<file path="src/rtl/vend_ctrl_multi.sv">
// Multi-product vending controller: coin credit against runtime per-item prices,
// per-item stock, product then change dispensed over ready/valid handshakes.
module vend_ctrl_multi #(
    parameter int NUM_ITEMS  = 4,
    parameter int CREDIT_W   = 8,
    parameter int MAX_CREDIT = 40,
    parameter int STOCK_W    = 4,
    parameter int INIT_STOCK = 10
) (
    input  logic                            clk,
    input  logic                            rst,
    input  logic                            coin_valid,
    input  logic [CREDIT_W-1:0]             coin_amt,
    output logic                            coin_reject,
    input  logic                            sel_valid,
    input  logic [$clog2(NUM_ITEMS)-1:0]    sel_item,
    output logic                            sel_nak,
    input  logic                            cancel,
    input  logic [NUM_ITEMS*CREDIT_W-1:0]   price,
    input  logic                            restock_valid,
    input  logic [$clog2(NUM_ITEMS)-1:0]    restock_item,
    input  logic [STOCK_W-1:0]              stock_val,
    output logic                            vend_valid,
    output logic [$clog2(NUM_ITEMS)-1:0]    vend_item,
    input  logic                            vend_ready,
    output logic                            chg_valid,
    output logic [2:0]                      chg_coin,
    input  logic                            chg_ready,
    output logic [CREDIT_W-1:0]             credit,
    output logic                            busy
);

    localparam int IW = $clog2(NUM_ITEMS);

    localparam logic [1:0] S_IDLE   = 2'd0;
    localparam logic [1:0] S_CREDIT = 2'd1;
    localparam logic [1:0] S_VEND   = 2'd2;
    localparam logic [1:0] S_CHANGE = 2'd3;

    logic [1:0]          state;
    logic [1:0]          n_state;
    logic [CREDIT_W-1:0] n_credit;
    logic [CREDIT_W-1:0] vend_price;
    logic [CREDIT_W-1:0] n_vend_price;
    logic                n_coin_reject;
    logic                n_sel_nak;
    logic                n_vend_valid;
    logic [IW-1:0]       n_vend_item;
    logic                n_chg_valid;
    logic [2:0]          n_chg_coin;
    logic                vend_fire;
    logic                coin_blocked;

    logic [STOCK_W-1:0]  stock [NUM_ITEMS];
    logic [CREDIT_W-1:0] price_tab [NUM_ITEMS];

    logic [CREDIT_W:0]   coin_sum;
    logic                coin_present;
    logic                coin_fits;
    logic                sel_in_range;
    logic                sel_ok;
    logic                restock_in_range;
    logic [CREDIT_W-1:0] vend_rem;
    logic [CREDIT_W-1:0] chg_rem;

    // Largest change denomination not exceeding the remaining credit; the
    // one-hot code {4,2,1} doubles as the coin value in credit units.
    function automatic logic [2:0] denom(input logic [CREDIT_W-1:0] c);
        if (c >= CREDIT_W'(4))
            return 3'b100;
        else if (c >= CREDIT_W'(2))
            return 3'b010;
        else if (c != '0)
            return 3'b001;
        else
            return 3'b000;
    endfunction

    genvar g;
    generate
        for (g = 0; g < NUM_ITEMS; g++) begin : g_price
            assign price_tab[g] = price[g*CREDIT_W +: CREDIT_W];
        end
    endgenerate

    // Sum one bit wider than credit so the ceiling check cannot wrap.
    assign coin_sum         = {1'b0, credit} + {1'b0, coin_amt};
    assign coin_present     = coin_valid && (coin_amt != '0);
    assign coin_fits        = coin_sum <= (CREDIT_W+1)'(MAX_CREDIT);
    assign sel_in_range     = int'(sel_item) < NUM_ITEMS;
    assign restock_in_range = int'(restock_item) < NUM_ITEMS;
    assign sel_ok           = sel_in_range && (credit >= price_tab[sel_item])
                              && (stock[sel_item] != '0);
    assign vend_rem         = credit - vend_price;
    assign chg_rem          = credit - CREDIT_W'(chg_coin);

    always_comb begin
        n_state       = state;
        n_credit      = credit;
        n_coin_reject = 1'b0;
        n_sel_nak     = 1'b0;
        n_vend_valid  = vend_valid;
        n_vend_item   = vend_item;
        n_vend_price  = vend_price;
        n_chg_valid   = chg_valid;
        n_chg_coin    = chg_coin;
        vend_fire     = 1'b0;
        coin_blocked  = 1'b0;

        case (state)
            S_IDLE, S_CREDIT: begin
                // cancel outranks selection, which outranks the coin
                if (state == S_CREDIT && cancel) begin
                    n_state      = S_CHANGE;
                    n_chg_valid  = 1'b1;
                    n_chg_coin   = denom(credit);
                    coin_blocked = 1'b1;
                end else if (sel_valid) begin
                    if (state == S_CREDIT && sel_ok) begin
                        n_state      = S_VEND;
                        n_vend_valid = 1'b1;
                        n_vend_item  = sel_item;
                        n_vend_price = price_tab[sel_item];
                        coin_blocked = 1'b1;
                    end else begin
                        n_sel_nak = 1'b1;
                    end
                end

                if (coin_present) begin
                    if (!coin_blocked && coin_fits) begin
                        n_credit = coin_sum[CREDIT_W-1:0];
                        if (state == S_IDLE)
                            n_state = S_CREDIT;
                    end else begin
                        n_coin_reject = 1'b1;
                    end
                end
            end

            S_VEND: begin
                n_coin_reject = coin_present;
                if (vend_valid && vend_ready) begin
                    vend_fire    = 1'b1;
                    n_vend_valid = 1'b0;
                    n_credit     = vend_rem;
                    if (vend_rem != '0) begin
                        n_state     = S_CHANGE;
                        n_chg_valid = 1'b1;
                        n_chg_coin  = denom(vend_rem);
                    end else begin
                        n_state = S_IDLE;
                    end
                end
            end

            S_CHANGE: begin
                n_coin_reject = coin_present;
                if (chg_valid && chg_ready) begin
                    n_credit = chg_rem;
                    if (chg_rem == '0) begin
                        n_state     = S_IDLE;
                        n_chg_valid = 1'b0;
                        n_chg_coin  = 3'b000;
                    end else begin
                        n_chg_coin = denom(chg_rem);
                    end
                end
            end

            default: begin
                n_state = S_IDLE;
            end
        endcase
    end

    always_ff @(posedge clk or posedge rst) begin
        if (rst) begin
            state       <= S_IDLE;
            credit      <= '0;
            coin_reject <= 1'b0;
            sel_nak     <= 1'b0;
            vend_valid  <= 1'b0;
            vend_item   <= '0;
            chg_valid   <= 1'b0;
            chg_coin    <= 3'b000;
            busy        <= 1'b0;
            for (int i = 0; i < NUM_ITEMS; i++)
                stock[i] <= STOCK_W'(INIT_STOCK);
        end else begin
            state       <= n_state;
            credit      <= n_credit;
            coin_reject <= n_coin_reject;
            sel_nak     <= n_sel_nak;
            vend_valid  <= n_vend_valid;
            vend_item   <= n_vend_item;
            chg_valid   <= n_chg_valid;
            chg_coin    <= n_chg_coin;
            busy        <= (n_state == S_VEND) || (n_state == S_CHANGE);
            if (vend_fire)
                stock[vend_item] <= stock[vend_item] - STOCK_W'(1);
            // later assignment wins, so a restock overrides a same-item vend
            if (restock_valid && restock_in_range)
                stock[restock_item] <= stock_val;
        end
    end

    // Price captured at select time; only meaningful while in VEND.
    always_ff @(posedge clk) begin
        vend_price <= n_vend_price;
    end

endmodule

</file>
<file path="config.mk">
export PLATFORM = sky130hd
export DESIGN_NAME = vend_ctrl_multi
export DESIGN_NICKNAME = d
export VERILOG_FILES = /design/src/rtl/vend_ctrl_multi.sv
export SDC_FILE = /design/constraint.sdc
export NUM_CORES = 1
export LEC_CHECK = 0
export ABC_CLOCK_PERIOD_IN_PS = 3500
export CAP_MARGIN = 30
export CORE_MARGIN = 2
export CORE_UTILIZATION = 60
export CTS_CLUSTER_DIAMETER = 200
export CTS_CLUSTER_SIZE = 20
export DETAILED_ROUTE_END_ITERATION = 12
export DONT_BUFFER_PORTS = 1
export PLACE_DENSITY = 0.74
export SLEW_MARGIN = 20
export SYNTH_ARGS = -nofsm -noshare
export SYNTH_HDL_FRONTEND = slang
export SYNTH_SLANG_ARGS = --single-unit
</file>
<file path="constraint.sdc">
create_clock -name clk -period 3.5 [get_ports clk]
set_clock_uncertainty 0.15 [all_clocks]
set_input_delay 0.7 -clock clk [delete_from_list [all_inputs] [get_ports clk]]
set_output_delay 0.7 -clock clk [all_outputs]
set_load 0.005 [all_outputs]
</file>
==> results.txt <==
The run finished with clean final reports. The number of distinct library cells after synthesis was 80; the number of enable flip-flop cells after synthesis was 8. The share of the Yosys chip area taken by registers is 29.5%.

For this run, design rule violations remaining after detail routing come to 0. For this design, the slowest cell found on the critical path is sky130_fd_sc_hd__dfrtp_1. The sum of buffers and inverters on the critical path is 2.

The sort of element at the start of the critical path is a register. The maximum number of pins on one net before global-route repair was 36; the number of nets in the final layout was 497. The power density over cell area was 292 mW/mm2; the maximum net fanout on the critical path was 5. Internal power comes to 0.824 mW. In this run the vertical extent of the chip is 83.7 um.

The worst setup path is of the reg -> reg kind. After global routing the overflow that remains totals 0. The met2 wire length is 4470 um, and the data arrival time of the critical path is 3220 ps. Global routing used 27.6% of the available tracks.

The logs give 310 ps for the register-to-register setup slack and 49.2% for the headroom to the max-slew limit. Summing every instance area after synthesis gives 0.00381 mm2. After layout, the worst path uses 91.2% of the clock period. The run gives 0 as the count of maximum capacitance violations. Cells fill 63.9% of the core in the end. The total of warnings raised by yosys is 0. The area of the multi-input gates is 0.00251 mm2. The routed layout has 3263 vias.

The footprint of the flip-flops and latches was 0.00113 mm2; the total wire length was 9360 um. The number of H-tree levels is 2. For the setup TNS, the log shows 0 ps. Dividing the detail-routed via count by the number of cells gives 6.67.

The length in cells of the worst reg-to-reg path is 11, and the share of power burned in combinational logic is 19.8%. The routed wire length on met3 was 735 um. The initial antenna violation count was 0. In this run the cell area measured after placement is 0.00389 mm2. The total count of max-transition violations in the final report was 0.

The synthesis-to-finish area growth is 4.66%. The layout has 526 filler cells. IR analysis of the VDD net gives a maximum drop of 0.203 mV.

The tools report the number of hold-slack violations in the final timing report as 0. For the pin with the worst max-slew slack, the measured transition is 760 ps. In this design, the largest share of critical-path delay is due to compound AO/OA/AOI/OAI gates.

The maximum single-stage delay on the critical path came out at 410 ps. The first global-routing pass estimated 15500 um of wire. The tree is rooted in a sky130_fd_sc_hd__clkbuf_8.

Post-cts sizing count: 0. The initial utilization of the core area, before any placement, comes to 61.1%. For this run, the leading register cell type out of synthesis is sky130_fd_sc_hd__dfrtp_1. The number of clock sinks is 43, and the post-synthesis area per instance is 9.32 um2. The leakage component of the power was 1.65 nW; the antenna cell count was 0. Register clock-pin slew on the reported worst setup and hold paths: 90 ps. Of the total power, the clock network draws 29.9%. The area enclosed by the die boundary is 0.00701 mm2, and the pre-CTS setup slack is 231 ps.

The worst register-to-register path ends at chg_coin[0]$_DFFE_PP0P_. Counting every net in the synthesized netlist gives 495. The cell count after synthesis came out at 409. For the area of the placeable core, the log shows 0.00624 mm2. The type of the most critical hold path was in -> async.

The routed design could run at a clock period as short as 3190 ps. Before antenna repair, the detailed router went through 5 iterations. After detailed routing, the average wire length per cell comes to 19.1 um.

After floorplanning, the core was divided into 29 placement rows. For the quantity of hold-fixing buffers added after cts, the log shows 0. The proportion of synthesized flip-flops having asynchronous set or reset is 81.4%, and the via count of the first global-routing pass is 3201. In this run, flip-flops and latches consume 50.3% of the power.

The switching power as a share of total power was 29.3%; the ratio of cells with drive above 1 in the final layout was 14.1%. Timing would allow up to 313 MHz. During placement, the flow inserted port buffers numbering 0.

Setup violations remaining at the end of the flow were counted as 0. The tools report the critical register-to-register path startpoint as credit[0]$_DFFE_PP0P_. STA classifies the critical path endpoint as a register. Routability-driven placement finished with a final weighted congestion of 0.916. For the number of design-rule violations left by the first detailed-router iteration, the log shows 239.

The register bit count reported by yosys came out at 43. The antenna violation net count after detailed routing is 0, and the met1 layer wirelength in the final routing is 3900 um. The uppermost signal routing layer after detailed routing was met4. The number of buffers created by CTS was 5; the post-route cell area was 0.00399 mm2. The tools report the total half-perimeter wirelength after legalization and detailed placement as 7300 um. TritonCTS built the clock tree.

The tightest hold path in the finished design has a slack of 229 ps. Counting along the longest clock path gives a buffer depth of 2. The run gives 0 as the number of buffers inserted to repair setup after CTS. The clock latency at the later pin of the worst-skew pair was 310 ps. Setup repair after global routing left no endpoint under its margin.

Setup slack on the critical path of the routed design comes to 310 ps. The data required time of the worst path is 3530 ps. The critical path goes through inv_1, buf_4, ha_1, fa_1, nand2b_1, a21o_1, a211oi_1, o211ai_2, nor3_2, a31oi_1, a2bb2oi_1.

For this design the total switching power over the nets is 0.341 mW. The width of the chip is 83.7 um. For the number of ports placed on the die boundary, the log shows 74.
==> state kept, by name, summed over array words and instances (netlist names) <==
| register | flops |
|---|---|
| stock | 16 |
| credit | 8 |
| vend_price | 8 |
| chg_coin | 3 |
| vend_item | 2 |
| busy | 1 |
| chg_valid | 1 |
| coin_reject | 1 |
| sel_nak | 1 |
| state | 1 |
| vend_valid | 1 |
==> cells in the final DEF (no fill, tap or decap), types with 5 or more instances in the layout <==
cell type                  synthesis  final
sky130_fd_sc_hd__inv_1            34     34
sky130_fd_sc_hd__nand2_1          33     33
sky130_fd_sc_hd__nor2_1           29     29
sky130_fd_sc_hd__ha_1             27     27
sky130_fd_sc_hd__dfrtp_1          27     27
sky130_fd_sc_hd__o21ai_0          24     24
sky130_fd_sc_hd__a21oi_1          21     21
sky130_fd_sc_hd__mux2i_1          14     14
sky130_fd_sc_hd__mux4_2           11     11
sky130_fd_sc_hd__o21ai_1           8      8
sky130_fd_sc_hd__nand2b_1          8      8
sky130_fd_sc_hd__nor4_1            8      8
sky130_fd_sc_hd__nand3_1           8      8
sky130_fd_sc_hd__dfstp_2           8      8
sky130_fd_sc_hd__edfxtp_1          8      8
sky130_fd_sc_hd__nor2b_1           6      6
sky130_fd_sc_hd__nor3_1            6      6
sky130_fd_sc_hd__mux2_2            6      6
sky130_fd_sc_hd__clkbuf_8          0      6
sky130_fd_sc_hd__nand3b_1          5      5
sky130_fd_sc_hd__a21o_1            5      5
sky130_fd_sc_hd__xor2_1            5      5
==> worst reg2reg max path: stages (launching register included) <==
cell                        delay (ps)
sky130_fd_sc_hd__dfrtp_1           410
sky130_fd_sc_hd__inv_1             100
sky130_fd_sc_hd__buf_4             160
sky130_fd_sc_hd__ha_1              220
sky130_fd_sc_hd__fa_1              410
sky130_fd_sc_hd__nand2b_1          200
sky130_fd_sc_hd__a21o_1            190
sky130_fd_sc_hd__a211oi_1          360
sky130_fd_sc_hd__o211ai_2          230
sky130_fd_sc_hd__nor3_2            260
sky130_fd_sc_hd__a31oi_1           210
sky130_fd_sc_hd__a2bb2oi_1         170
==> power groups by stage <==
stage / Clock [mW] / Combinational [mW] / Sequential [mW]
after floorplan: 0 / 0.191 / 0.582
after global placement: 0 / 0.224 / 0.594
after detailed placement: 0 / 0.230 / 0.595
after CTS: 0.357 / 0.231 / 0.586
after global routing: 0.377 / 0.259 / 0.592
final: 0.348 / 0.230 / 0.586
==> synthesized netlist by cell type, drive strengths merged (9+ instances only) <==
| cell type | count | share of area, % |
|---|---|---|
| mux4 | 11 | 6.5 |
| mux2i | 14 | 3.7 |
| nor4 | 9 | 1.6 |
| ha | 27 | 8.9 |
| nand2 | 33 | 3.2 |
| a21oi | 24 | 3.4 |
| nand3 | 9 | 1.3 |
| nor2 | 30 | 3.2 |
| dfrtp | 27 | 18 |
| inv | 34 | 3.3 |
| o21ai | 33 | 4.6 |
==> cell type report <==
class / count / share of cell area [%]
Timing Repair Buffer: 4 / 0.753
Sequential cell: 43 / 28.2
Tap cell: 77 / 2.41
Multi-Input combinational cell: 323 / 63.0
Inverter: 34 / 3.20
Clock inverter: 1 / 0.220
Clock buffer: 7 / 2.16
==> through the flow <==
stage | std cells | power, mW
2_1_floorplan | 409 | 0.773
3_3_place_gp | 481 | 0.819
3_5_place_dp | 481 | 0.825
4_1_cts | 489 | 1.17
5_1_grt | 489 | 1.23
6_report | 489 | 1.16
==> cells by family after synthesis <==
family          count (synthesis)  synth area share (%)
fa+ha+maj                      30                  10.4
flops                          43                  29.5
simple gates                  135                  19.3
xor+xnor                        9                  2.07
buf+inv                        43                  4.50
mux                            33                  12.7
compound gates                116                  21.4
==> how the worst max path moves through the flow <==
stage | cells past startpoint | slack [ps] | startpoint | endpoint
2_1_floorplan | 9 | 50 | sel_item[0] | vend_item[0]$_DFFE_PP0P_
3_3_place_gp | 8 | 310 | sel_item[0] | vend_price[6]$_DFFE_PP_
3_5_place_dp | 10 | 230 | sel_item[0] | credit[4]$_DFFE_PP0P_
4_1_cts | 11 | 320 | credit[0]$_DFFE_PP0P_ | chg_coin[0]$_DFFE_PP0P_
5_1_grt | 11 | 80 | credit[0]$_DFFE_PP0P_ | chg_coin[1]$_DFFE_PP0P_
6_report | 11 | 310 | credit[0]$_DFFE_PP0P_ | chg_coin[0]$_DFFE_PP0P_
==> routing by layer <==
metal  global-route usage [%]  vias up
li1                         -     1550
met1                     35.8     1538
met2                     45.2      153
met3                     6.33       22
met4                     10.1        0
met5                        0        -
Power figures use the tool's default switching activity.
